## config.mk

```make
export PLATFORM = sky130hd
export DESIGN_NAME = fire_button_trigger
export DESIGN_NICKNAME = d
export VERILOG_FILES = /design/src/rtl/fire_button_trigger_pkg.sv /design/src/rtl/fire_button_trigger_debounce_sync.sv /design/src/rtl/fire_button_trigger.sv
export SDC_FILE = /design/constraint.sdc
export NUM_CORES = 1
export LEC_CHECK = 0
export BUFFER_PORTS_ARGS = -buffer_cell sky130_fd_sc_hd__buf_2
export CAP_MARGIN = 20
export CORE_MARGIN = 10
export CORE_UTILIZATION = 52
export CTS_CLUSTER_SIZE = 30
export DETAILED_ROUTE_END_ITERATION = 10
export PLACE_DENSITY = 0.74
export SLEW_MARGIN = 20
export SYNTH_ARGS = -nofsm -noshare
export SYNTH_HDL_FRONTEND = slang
export SYNTH_SLANG_ARGS = --single-unit
```

## constraint.sdc

```tcl
create_clock -name clock -period 4.4 [get_ports clock]
set_clock_uncertainty 0.15 [all_clocks]
set_input_delay 0.44 -clock clock [delete_from_list [all_inputs] [get_ports clock]]
set_output_delay 0.44 -clock clock [all_outputs]
set_load 0.005 [all_outputs]
```

## src/rtl/fire_button_trigger_pkg.sv

```systemverilog
// fire_trigger_pkg: shared FSM state type and default timing constants for fire_button_trigger
package fire_trigger_pkg;
   typedef enum logic [1:0] {IDLE, PRESSED, COOLDOWN} state_t;
   localparam int DEF_DEBOUNCE_CYCLES = 1_000_000;
   localparam int DEF_COOLDOWN_CYCLES = 50_000_000;
   localparam int SHOT_COUNT_W        = 8;
endpackage

```

## src/rtl/fire_button_trigger_debounce_sync.sv

```systemverilog
// debounce_sync: 2-FF synchronizer and debounce filter for an active-low button
//   clock, reset          : clock, synchronous active-high reset
//   button                : raw asynchronous level, 0 = pressed
//   stable                : debounced level, 1 = released
//   press_edge/release_edge : one-cycle strobes, registered together with the stable flip
module debounce_sync
   import fire_trigger_pkg::*;
#(
   parameter int DEBOUNCE_CYCLES = DEF_DEBOUNCE_CYCLES
) (
   input  logic clock,
   input  logic reset,
   input  logic button,
   output logic stable,
   output logic press_edge,
   output logic release_edge
);
   localparam int W = $clog2(DEBOUNCE_CYCLES + 1);
   logic s1, s2;
   logic [W-1:0] cnt;
   always_ff @(posedge clock) begin
      if (reset) begin
         s1           <= 1'b1;
         s2           <= 1'b1;
         stable       <= 1'b1;
         cnt          <= '0;
         press_edge   <= 1'b0;
         release_edge <= 1'b0;
      end else begin
         s1           <= button;
         s2           <= s1;
         press_edge   <= 1'b0;
         release_edge <= 1'b0;
         if (s2 == stable)
            cnt <= '0;
         // the DEBOUNCE_CYCLES-th consecutive differing sample flips the level
         else if (cnt == W'(DEBOUNCE_CYCLES - 1)) begin
            stable       <= s2;
            cnt          <= '0;
            press_edge   <= ~s2;
            release_edge <= s2;
         end else
            cnt <= cnt + 1'b1;
      end
   end
endmodule

```

## src/rtl/fire_button_trigger.sv

```systemverilog
// fire_button_trigger: debounced fire button to one-cycle fire request with busy check and cooldown
//   clock, reset  : clock, synchronous active-high reset
//   button        : raw active-low fire button
//   shooter_busy  : shoot sequencer running
//   fire / drop   : one-cycle pulses (request issued / accepted press discarded)
//   pressed       : debounced level, active-high
//   armed         : high while a new press will be accepted
//   shot_count    : fire pulses modulo 256
// Optional: FIRE_TRIGGER_QUEUE_EN holds one press made while busy until the sequencer frees up.
module fire_button_trigger
   import fire_trigger_pkg::*;
#(
   parameter int DEBOUNCE_CYCLES = DEF_DEBOUNCE_CYCLES,
   parameter int COOLDOWN_CYCLES = DEF_COOLDOWN_CYCLES
) (
   input  logic                    clock,
   input  logic                    reset,
   input  logic                    button,
   input  logic                    shooter_busy,
   output logic                    fire,
   output logic                    drop,
   output logic                    pressed,
   output logic                    armed,
   output logic [SHOT_COUNT_W-1:0] shot_count
);
   localparam int CW = $clog2(COOLDOWN_CYCLES + 1);
   state_t state;
   logic [CW-1:0] cd_cnt;
   logic stable, press_edge, release_edge;
   logic fire_d, drop_d;
   logic accept;
   debounce_sync #(.DEBOUNCE_CYCLES(DEBOUNCE_CYCLES)) u_debounce (
      .clock        (clock),
      .reset        (reset),
      .button       (button),
      .stable       (stable),
      .press_edge   (press_edge),
      .release_edge (release_edge)
   );
   assign pressed = ~stable;
   assign accept  = (state == IDLE) && press_edge;
`ifdef FIRE_TRIGGER_QUEUE_EN
   logic pending, pending_d;
   always_comb begin
      fire_d    = 1'b0;
      drop_d    = 1'b0;
      pending_d = pending;
      // a held request leaves on the first free cycle, regardless of FSM state
      if (pending && !shooter_busy) begin
         fire_d    = 1'b1;
         pending_d = 1'b0;
      end
      if (accept) begin
         if (pending)
            drop_d = 1'b1;
         else if (!shooter_busy)
            fire_d = 1'b1;
         else
            pending_d = 1'b1;
      end
   end
   always_ff @(posedge clock)
      pending <= reset ? 1'b0 : pending_d;
`else
   always_comb begin
      fire_d = accept && !shooter_busy;
      drop_d = accept && shooter_busy;
   end
`endif
   always_ff @(posedge clock) begin
      if (reset) begin
         state      <= IDLE;
         cd_cnt     <= '0;
         fire       <= 1'b0;
         drop       <= 1'b0;
         armed      <= 1'b1;
         shot_count <= '0;
      end else begin
         fire       <= fire_d;
         drop       <= drop_d;
         shot_count <= shot_count + SHOT_COUNT_W'(fire_d);
         case (state)
            IDLE: if (press_edge) begin
               state <= PRESSED;
               armed <= 1'b0;
            end
            PRESSED: if (release_edge) begin
               state  <= COOLDOWN;
               cd_cnt <= '0;
            end
            COOLDOWN: if (cd_cnt == CW'(COOLDOWN_CYCLES - 1)) begin
               state <= IDLE;
               armed <= 1'b1;
            end else
               cd_cnt <= cd_cnt + 1'b1;
            default: begin
               state <= IDLE;
               armed <= 1'b1;
            end
         endcase
      end
   end
endmodule

```

==> run metrics <==
status finished, final reports clean; largest net degree at the start of global routing 35; die height 96.50 um; CORE AREA 5608 um^2; Peak Freq 0.3636 GHz; Max Cap Viol 0; DR WL/cell 14.74 um; Post-synth top flop dfxtp_1; clock buffer count from CTS 9; CTS sink cnt 64; post-route clock period utilization 62.51%; Post-synth EDFFs 0; Starting DRT DRC Count slightly below 200; hold path start button; worst setup margin around 1.6 ns; Power Dens Cells 348.8 nW/um^2; RSZ-0062 raised after global routing no; later-pin clock latency in the skew report 0.34 ns; Root Driver clkbuf_8; Final min period ~2.8 ns; max-slew violation count 0; row cnt 27; hpwl dp 4547 um; nets 375; final setup violating endpoints 0; peak supply drop ~200 uV; hold buffers post-CTS 0; Max Fanout on Critical Path 19; synth unique cells 54; antenna violations before repair 0; global-route wire length before repair 11180 um; GR Util All Layers between 10% and 20%; Syn Nets 363; via density per instance a little under 6; worst hold margin 0.1241 ns; Hold Path Class input port to flop; critical path required time approximately 4.5 ns; leading post-synthesis cells by cell area dfxtp_1 42%, nor2_1 5.9%, nand3_1 4.6%; P&R area growth vs syn 10.36%; register area share after synthesis 42.11%; grt total ovfl 0; largest area contributor in the netlist dfxtp_1; worst-margin pin slew slightly below 0.9 ns; FF-to-FF Start state[1]; Slew headroom 42.09%; Cell Count, Final, Fillers Out 444; CP endpoint kind flop; CP peak stage delay 0.62 ns; Synth top area share 42.11%; Synthesis Warnings 0; Hold Vio Cnt, Final 0; clock tree buffer depth 2; Setup CP Type flop to flop; DRT Wirelength between 6000 and 7000 um; CP Launch Type flop; Routed Antenna Nets 0; Power Total 1.171 mW; number of diodes 0; Pleak between 1 and 1.5 nW; asr flop ratio synth 0%; Gate Count Post-Synth 355; TNS Setup 0 ns; initial core utilization 54.26%; Die Wd 96.50 um; DP Worst Slack 1.729 ns; Arr. time, crit path 2.87 ns; vias between 2k and 3k; vias in the first global route around 2.5k; Post-CTS Setup Inserts 0; Avg Cell Area, Syn between 8 and 9 um^2; Synth Cell Area ~3000 um^2; layout cells sized above 1 a little under an eighth; commonest non-fill, non-tap cell in the layout dfxtp_1; DRC viols 0; Worst path top cell family by delay simple AND/OR/NAND/NOR gates; most frequent cells in the layout 64 x dfxtp_1, 48 x nor2_1, 28 x nand3_1; CP cell instances nor2b_1, o21ai_1, buf_4, or4_1, a21oi_1; Buf+Inv Stages, Crit Path 1; I/O pins 16; CTS tree yes; Synth Register Bits 64; Setup crit start state[1]; number of port buffers 15; # placed instances 428; Clock transition at path regs 0.08 ns; slowest CP cell nor2b_1; # resized after CTS 0; RePlAce Congestion 0.8647; Pre-antenna DRT Iters 5; full die area 9311 um^2; htree depth 3
-- logic make-up after synthesis --
kind of cell / count (synthesis) / synth area share (%)
compound gates: 58 / 13.03
mux: 3 / 0.9869
fa+ha+maj: 4 / 1.645
simple gates: 177 / 31.00
flops: 64 / 42.11
xor+xnor: 26 / 7.484
buf+inv: 23 / 3.742
-- final timing paths --
check / to / slack [ns] / cells past startpoint
max reg2reg: cd_cnt[23] / 1.65 / 5
min reg2reg: u_debounce.s2 / 0.27 / 1
min: u_debounce.s1 / 0.12 / 2
max: cd_cnt[23] / 1.65 / 5
-- metal layers --
metal  wire, um  vias to the layer above  track usage (%)  share of wire, %
li1           -                     1312                -                 -
met1       2943                     1204            17.64                45
met2       3140                       79            24.33                48
met3        362                       12            4.703               5.5
met4         97                        0            5.690               1.5
met5          0                        -                0                 0
-- final cells by class --
class | count | area, um^2
Timing Repair Buffer | 16 | 82.58
Clock buffer | 9 | 123.9
Multi-Input combinational cell | 268 | 1648
Sequential cell | 64 | 1281
Tap cell | 72 | 90.09
Fill cell | 496 | 2250
Clock inverter | 7 | 102.6
Inverter | 8 | 30.03
-- sequential cells by signal, indices dropped and copies added (netlist names), 2 cells and up --
signal / flops
cd_cnt: 26
shot_count: 8
state: 2
u_debounce.cnt: 20
-- stage by stage --
stage | utilization, % | cell area (um^2)
6_report | 59.88 | 3358
5_1_grt | 59.88 | 3358
2_1_floorplan | - | 3043
3_5_place_dp | 55.85 | 3132
3_3_place_gp | 55.85 | 3132
4_1_cts | 59.88 | 3358
-- power by group --
| part | total (mW) | switching [mW] | internal (mW) |
|---|---|---|---|
| Combinational | 0.0191 | 0.0128 | 0.00624 |
| Clock | 0.569 | 0.244 | 0.325 |
| Sequential | 0.583 | 0.00175 | 0.581 |
-- cell usage after synthesis, drive strengths merged, types with 5 or more instances --
| cell type | n |
|---|---|
| nand4 | 15 |
| nor2 | 48 |
| nand2 | 27 |
| o21ai | 8 |
| nand3 | 28 |
| a21oi | 17 |
| inv | 8 |
| dfxtp | 64 |
| and3 | 9 |
| nor4 | 8 |
| clkbuf | 6 |
| or4 | 5 |
| buf | 9 |
| nor3 | 12 |
| xor2 | 15 |
| xnor2 | 11 |
| and4 | 5 |
Note: power is estimated with default switching activity, not from simulation.
